[src/rtl/rf_wb_arbiter.sv]
// Write-port arbiter for the integer register file: primary pipeline writeback plus a FIFO-buffered
// long-latency secondary source. Optional same-cycle secondary bypass when RF_WB_BYPASS_EN is defined.
module rf_wb_arbiter #(
    parameter int REG_SIZE   = 32,
    parameter int REGW       = 5,
    parameter int DEPTH      = 4,
    parameter int STARVE_MAX = 8
) (
    input  logic                     clk_i,
    input  logic                     rst_i,
    input  logic                     pri_we_i,
    input  logic [REGW-1:0]          pri_waddr_i,
    input  logic [REG_SIZE-1:0]      pri_wdata_i,
    output logic                     pri_stall_o,
    input  logic                     sec_valid_i,
    output logic                     sec_ready_o,
    input  logic [REGW-1:0]          sec_waddr_i,
    input  logic [REG_SIZE-1:0]      sec_wdata_i,
    output logic                     rf_we_o,
    output logic [REGW-1:0]          rf_waddr_o,
    output logic [REG_SIZE-1:0]      rf_wdata_o,
    input  logic [REGW-1:0]          raddr1_i,
    input  logic [REGW-1:0]          raddr2_i,
    output logic                     pend1_o,
    output logic                     pend2_o,
    output logic [$clog2(DEPTH):0]   fifo_cnt_o
);

    localparam int PTRW = $clog2(DEPTH);
    localparam int CNTW = PTRW + 1;
    localparam int SW   = $clog2(STARVE_MAX + 1);

    typedef enum logic [1:0] {
        SRC_NONE,
        SRC_PRI,
        SRC_FIFO,
        SRC_BYP
    } src_t;

    logic [REGW-1:0]     mem_addr [DEPTH];
    logic [REG_SIZE-1:0] mem_data [DEPTH];
    logic [PTRW-1:0]     rd_ptr;
    logic [PTRW-1:0]     wr_ptr;
    logic [CNTW-1:0]     count;
    logic [SW-1:0]       starve_cnt;

    logic                pri_valid;
    logic                fifo_empty;
    logic                forced;
    logic                bypass;
    logic                push;
    logic                pop;
    src_t                src;
    logic [PTRW-1:0]     scan_idx;

    assign pri_valid   = pri_we_i && (pri_waddr_i != '0);
    assign fifo_empty  = (count == '0);
    assign forced      = (starve_cnt == SW'(STARVE_MAX)) && !fifo_empty;
    assign sec_ready_o = (count < CNTW'(DEPTH));
    assign fifo_cnt_o  = count;
    assign pri_stall_o = forced && pri_valid;

`ifdef RF_WB_BYPASS_EN
    // An idle port with nothing queued lets the secondary write straight through.
    assign bypass = fifo_empty && !pri_valid && sec_valid_i && (sec_waddr_i != '0);
`else
    assign bypass = 1'b0;
`endif

    always_comb begin
        src = SRC_NONE;
        if (forced) begin
            src = SRC_FIFO;
        end else if (pri_valid) begin
            src = SRC_PRI;
        end else if (!fifo_empty) begin
            src = SRC_FIFO;
        end else if (bypass) begin
            src = SRC_BYP;
        end
    end

    assign pop  = (src == SRC_FIFO);
    assign push = sec_valid_i && sec_ready_o && (sec_waddr_i != '0) && !bypass;

    always_comb begin
        rf_we_o    = 1'b0;
        rf_waddr_o = '0;
        rf_wdata_o = '0;
        case (src)
            SRC_PRI: begin
                rf_we_o    = 1'b1;
                rf_waddr_o = pri_waddr_i;
                rf_wdata_o = pri_wdata_i;
            end
            SRC_FIFO: begin
                rf_we_o    = 1'b1;
                rf_waddr_o = mem_addr[rd_ptr];
                rf_wdata_o = mem_data[rd_ptr];
            end
            SRC_BYP: begin
                rf_we_o    = 1'b1;
                rf_waddr_o = sec_waddr_i;
                rf_wdata_o = sec_wdata_i;
            end
            default: begin
                rf_we_o    = 1'b0;
            end
        endcase
    end

    // The entry being popped still counts as pending: its data only lands after this edge.
    always_comb begin
        pend1_o  = 1'b0;
        pend2_o  = 1'b0;
        scan_idx = rd_ptr;
        for (int i = 0; i < DEPTH; i++) begin
            scan_idx = rd_ptr + PTRW'(i);
            if (CNTW'(i) < count) begin
                if ((raddr1_i != '0) && (mem_addr[scan_idx] == raddr1_i)) begin
                    pend1_o = 1'b1;
                end
                if ((raddr2_i != '0) && (mem_addr[scan_idx] == raddr2_i)) begin
                    pend2_o = 1'b1;
                end
            end
        end
    end

    always_ff @(posedge clk_i) begin
        if (push && !rst_i) begin
            mem_addr[wr_ptr] <= sec_waddr_i;
            mem_data[wr_ptr] <= sec_wdata_i;
        end
    end

    always_ff @(posedge clk_i) begin
        if (rst_i) begin
            rd_ptr     <= '0;
            wr_ptr     <= '0;
            count      <= '0;
            starve_cnt <= '0;
        end else begin
            if (push) begin
                wr_ptr <= wr_ptr + 1'b1;
            end
            if (pop) begin
                rd_ptr <= rd_ptr + 1'b1;
            end
            case ({push, pop})
                2'b10:   count <= count + 1'b1;
                2'b01:   count <= count - 1'b1;
                default: count <= count;
            endcase
            // Counts only cycles where queued work was passed over in favour of the primary.
            if (pop || fifo_empty) begin
                starve_cnt <= '0;
            end else if ((src == SRC_PRI) && (starve_cnt != SW'(STARVE_MAX))) begin
                starve_cnt <= starve_cnt + 1'b1;
            end
        end
    end

endmodule

[config.mk]
export PLATFORM = sky130hd
export DESIGN_NAME = rf_wb_arbiter
export DESIGN_NICKNAME = d
export VERILOG_FILES = /design/src/rtl/rf_wb_arbiter.sv
export SDC_FILE = /design/constraint.sdc
export NUM_CORES = 1
export LEC_CHECK = 0
export ABC_AREA = 1
export BUFFER_PORTS_ARGS = -buffer_cell sky130_fd_sc_hd__buf_4
export CAP_MARGIN = 20
export CELL_PAD_IN_SITES_DETAIL_PLACEMENT = 0
export CELL_PAD_IN_SITES_GLOBAL_PLACEMENT = 1
export CORE_ASPECT_RATIO = 1.75
export CORE_MARGIN = 2
export CORE_UTILIZATION = 46
export DETAILED_ROUTE_END_ITERATION = 7
export GPL_TIMING_DRIVEN = 0
export PLACE_DENSITY = 0.81
export SYNTH_ARGS = -nofsm -noshare
export SYNTH_HDL_FRONTEND = slang
export SYNTH_SLANG_ARGS = --single-unit
[constraint.sdc]
create_clock -name clk_i -period 6 [get_ports clk_i]
set_input_delay 0.3 -clock clk_i [delete_from_list [all_inputs] [get_ports clk_i]]
set_output_delay 0.3 -clock clk_i [all_outputs]
set_load 0.005 [all_outputs]
# Yosys cells after proc, flatten, opt, wreduce, memory -nomap -nowiden
# Memory sizes are Yosys's and may differ from the RTL's. A register that Yosys moved wholly into a read port is not among the register bits.
# Cells that the tools add are included.
# W data, S select, Z words.
totals:
  reg_bits: 11
  ram_bits: 148
  in_bits: 88
  elab_cells: 88
  n_memories: 2
memory_table:
  columns: ["memory", "words", "word_bits", "rd", "rd_ports_with_merged_regs", "write_ports", "line", "source"]
  rows:
  - ["mem_data", 4, 32, 1, 1, 1, "41", "logic [REG_SIZE-1:0] mem_data [DEPTH];"]
  - ["mem_addr", 4, 5, 4, 1, 1, "40", "logic [REGW-1:0] mem_addr [DEPTH];"]
classes:
  n_addsub: 7
  order_cmp: 5
  eq_ne: 15
  muxes: 29
  n_reduce_logical: 26
op_table:
  columns: ["cell", "count"]
  rows:
  - ["$pmux W32 S3", 1]
  - ["$eq A5 B5 Y1", 8]
  - ["$reduce_bool A5 Y1", 4]
  - ["$mux W1", 19]
  - ["$logic_and A1 B1 Y1", 15]
  - ["$pmux W5 S3", 1]
  - ["$mux W2", 7]
  - ["$eq A2 B2 Y1 const B", 3]
  - ["$lt A1 B3 Y1 const A", 2]
  - ["$lt A2 B3 Y1 const A", 2]
  - ["$pmux W3 S2", 1]
  - ["$add A2 B1 Y2 const B", 2]
  - ["$add A2 B2 Y2 const B", 2]
  - ["$add A4 B1 Y4 const B", 1]
  - ["$eq A2 B1 Y1 const B", 2]
  - ["$eq A4 B4 Y1 const B", 1]
  - ["$ne A4 B4 Y1 const B", 1]
  - ["$add A3 B1 Y3 const B", 1]
  - ["$logic_not A3 Y1", 1]
  - ["$lt A3 B3 Y1 const B", 1]
  - ["$reduce_or A3 Y1", 1]
  - ["$sub A3 B1 Y3 const B", 1]
  - ["$logic_not A1 Y1", 2]
  - ["$reduce_bool A2 Y1", 1]
  - ["other kinds (2)", 2]

# Depth between registers and ports, before layout
depth:
  word_depth: 10
  ltp_mapped: 14
  depth_no_buf: 12

# Worst setup path after synthesis
# Ideal clock, no wire load.
synth_path:
  kind: "reg2reg"
  start: "register count[2], in the netlist fifo_cnt_o[2]"
  end: "memory mem_addr[0][0] (enable)"
  setup_ps: 431
  arrival_time_ps: 2326
  slack_ps: 3243
  path_stages_with_launch: 6
  n_path_buf: 0
  period_less_slack_ps: 2757
  cell_sequence: "dfxtp_1 -> inv_2 -> nand3_1 -> inv_1 -> nand2_1 -> nor2_1"
synth_via:
  elab_chain_len: 6
synth_lines:
  columns: ["item", "line", "source"]
  rows:
  - ["start, declared", "44", "logic [CNTW-1:0] count;"]
  - ["start signal, assigned", "151", "2'b10: count <= count + 1'b1;"]
  - ["start signal, assigned", "152", "2'b01: count <= count - 1'b1;"]
  - ["start signal, assigned", "153", "default: count <= count;"]
  - ["$lt A3 B3 Y1", "59", "assign sec_ready_o = (count < CNTW'(DEPTH));"]
  - ["net sec_ready_o", "16", "output logic sec_ready_o,"]
  - ["$logic_and A1 B1 Y1 (2 in series)", "84", "assign push = sec_valid_i && sec_ready_o && (sec_waddr_i != '0) && !bypass;"]
  - ["$logic_and A1 B1 Y1", "131", "if (push && !rst_i) begin"]
  - ["$mux W1", "131", null]
  - ["$mux W1 (implied by the code)", "132", "mem_addr[wr_ptr] <= sec_waddr_i;"]
  - ["end, declared", "40", null]
# The timed path passes the listed nets, and every way through them passes these cells.

# Final worst setup path
layout_path:
  start: "register count[0], in the netlist fifo_cnt_o[0]"
  end: "output port rf_wdata_o[5]"
layout_via:
  elab_chain_len: 6
layout_lines:
  columns: ["item", "line", "source"]
  rows:
  - ["$logic_not A3 Y1 *", "57", "assign fifo_empty = (count == '0);"]
  - ["$mux W2 / $logic_not A1 Y1 (equally long branches)", null, null]
  - ["$mux W2 / $logic_and A1 B1 Y1 (equally long branches)", "74, 58", null]
  - ["$mux W2 *", "72", "if (forced) begin"]
  - ["$eq A2 B2 Y1 / $eq A2 B1 Y1 (equally long branches)", "90", "case (src)"]
  - ["$pmux W32 S3 *", "90", null]
  - ["end, declared", "21", "output logic [REG_SIZE-1:0] rf_wdata_o,"]
# Mark *: on every way between the ends. The rest lies on a longest branch, timed or not.

==> run_results.csv <==
group,metric,value,unit
drt,wl_per_cell,17.61,um
layout,final_common_cell,"nand2_1",
drt,ant_nets,0,
clocking,clk_pin_slew,0.07,ns
critical_path,cp_max_fo,10,
critical_path,worstSetupPathType,"register to output pin",
timing,timing.fmax,325.2,MHz
critical_path,cp.required,5.70,ns
layout,syn2layout_area_growth,24.26,%
layout,nets,1185,
layout,diodes,0,
global_route,grt.overflow.total,0,
clocking,clock-sinks,161,
job,maxCapViolations,0,
yosys,synth_seq_cells,161,
layout,layout_common_cells,"nand2_1 (321), nand3_1 (157), edfxtp_1 (148), buf_4 (134), inv_1 (77)",
drt,firstDrtPassIters,7,
global_route,grt_pass1_wl,36220,um
layout,fin_util,58.08,%
clocking,cts_tree,"done",
placed_design,hpwl,17310,um
layout,drive_above_1_share,18.84,%
critical_path,reg2reg_slack,3.39,ns
timing,fin_skew,0.01564,ns
placed_design,numPortBuffers,132,
global_route,grt_max_degree,29,
drt,detail_route.vias_per_cell,5.116,
critical_path,startpoint_type,"register",
pwr,p_per_area,388.6,nW/um^2
critical_path,cp.arrival,2.77,ns
yosys,syn_nets,1030,
drt,wirelength,23420,um
timing,finalSetupViolations,0,
die,die_area,18860,um^2
timing,setup_tns,0,ns
timing,period_needed,3.075,ns
pwr,peakVddDrop,0.2421,mV
timing,finalCritPeriodShare,51.25,%
yosys,syn_area,8160,um^2
placed_design,place_congestion,0.9938,
timing,grt_setup_unrepaired,"no",
placed_design,dp_slack,3.287,ns
clocking,cts_max_level,4,
critical_path,r2r-end,"fifo_cnt_o[2]",
clocking,cts_hold_buf,0,
timing,hold_viol_final,0,
die,die_h,180.2,um
clocking,cts_root_buf,"clkbuf_16",
clocking,cts.repair.resized,0,
worst_hold_path,hp-start,"sec_wdata_i[8]",
global_route,grt_pass1_vias,6722,
timing,relSlewSlack,46.68,%
global_route,antenna_found_initial,0,
yosys,syn_inst,931,
clocking,clock_latency,0.43,ns
timing,worstMarginPinSlew,0.7974,ns
critical_path,rr_startpoint,"fifo_cnt_o[0]",
die,io_pins,133,
yosys,syn_area_per_cell,8.765,um^2
yosys,yosysUniqueCellTypes,26,
die,initial_utilization,46.75,%
timing,slew_viol_final,0,
yosys,yosysWarnings,0,
run_status,status,"completed",
worst_hold_path,whs_path_depth,1,
die,std_cell_rows,64,
yosys,seq_area_frac_synth,57.65,%
pwr,power_leakage,0.004536,uW
drt,vias,6804,
worst_hold_path,hold_path_class,"input pin to register",
placed_design,dp.cells,1298,
timing,setup_ws,2.925,ns
die,coreArea,17460,um^2
layout,fillerInstances,1609,
worst_hold_path,holdPathEnd,"mem_data[2][8]",
clocking,cts_buffer_depth,2,
drt,remaining_drc_errors,0,
global_route,grt_use_total,25.44,%
layout,fin_cells,1330,
drt,drt_iter0_markers,383,
clocking,cts_buffers,17,
die,die_x,104.7,um
critical_path,r2r_cells,11,
critical_path,cp-end-kind,"output pin",
clocking,cts_setup_buffers,0,
[layout make-up]
cell class,count,area [um^2],area share (%)
Timing Repair Buffer,136,1071,10.56
Tap cell,231,289.0,2.850
Clock buffer,17,425.4,4.195
Sequential cell,161,4705,46.40
Clock inverter,15,163.9,1.616
Buffer,42,231.5,2.283
Multi-Input combinational cell,645,2935,28.95
Inverter,83,319.1,3.147
[registers in the layout, summed over array words and instances, names as in the netlist, named ones only]
register and count:
mem_data 128, starve_cnt 4, mem_addr 20, wr_ptr 2
rd_ptr 2, fifo_cnt_o 3
[worst max-delay path by stage]
stage | from | end | slack, ns
floorplan | fifo_cnt_o[2] | mem_addr[0][0] | 3.24
global placement | sec_waddr_i[2] | mem_data[2][26] | 1.69
detailed placement | pri_waddr_i[3] | fifo_cnt_o[2] | 3.29
CTS | fifo_cnt_o[0] | rf_wdata_o[19] | 2.90
global route | fifo_cnt_o[0] | rf_wdata_o[9] | 2.78
finish | fifo_cnt_o[0] | rf_wdata_o[5] | 2.93
[metrics by stage]
stage,cell area (um^2),power (uW),hold slack [ns]
3_3_place_gp,9440,2881,0.4498
5_1_grt,10140,4189,0.05347
4_1_cts,10140,3956,0.05983
3_5_place_dp,9550,2900,0.4584
2_1_floorplan,8160,2292,0.3989
6_report,10140,3940,0.06472
[report_power, final]
part           switching [uW]  total (uW)  internal [uW]
registers                37.0        1340           1300
logic                     993        1530            537
clock network             479        1070            591
total                    1510        3940           2430
[synthesized netlist by cell type, drive strengths merged]
master	instances	share of area (%)
a21oi	44	2.8
nor3	3	0.18
buf	26	2.1
inv	82	3.9
xor2	4	0.43
a31oi	1	0.077
nand4	3	0.23
dfxtp	13	3.2
edfxtp	148	54
clkbuf	16	0.74
nand3	157	9.6
xnor2	1	0.11
nand2	330	15
ha	11	1.7
nor2	40	1.8
o21ai	48	2.9
o22ai	3	0.23
clkinv	1	0.046
[layer usage]
| layer | vias to the layer above | share of wire (%) | track usage, % | routed length (um) |
|---|---|---|---|---|
| li1 | 3418 | - | - | - |
| met1 | 3158 | 35 | 25.42 | 8204 |
| met2 | 180 | 57 | 50.59 | 13450 |
| met3 | 48 | 3.9 | 3.978 | 910 |
| met4 | 0 | 3.6 | 10.99 | 853 |
| met5 | - | 0 | 0 | 0 |
[critical path, cell delays in order, from the launching register on]
cell      delay [ns]
dfxtp_1         0.39
inv_1           0.12
ha_1            0.22
nand2_1         0.11
nand4_1         0.62
clkbuf_1        0.45
nand3_1         0.17
nand2_1         0.10
buf_4           0.15
[cells by family (layout without fill, tap and decap cells)]
group	Yosys count	after routing	synth area share, %
xor gates and xnor gates	5	5	0.5366
AOI/OAI and AO/OA	96	96	6.041
adders and majority gates	11	11	1.687
buffers and inverters	125	293	6.746
DFF	161	161	57.65
and+or+nand+nor	533	533	27.34
Power figures use the tool's default switching activity.
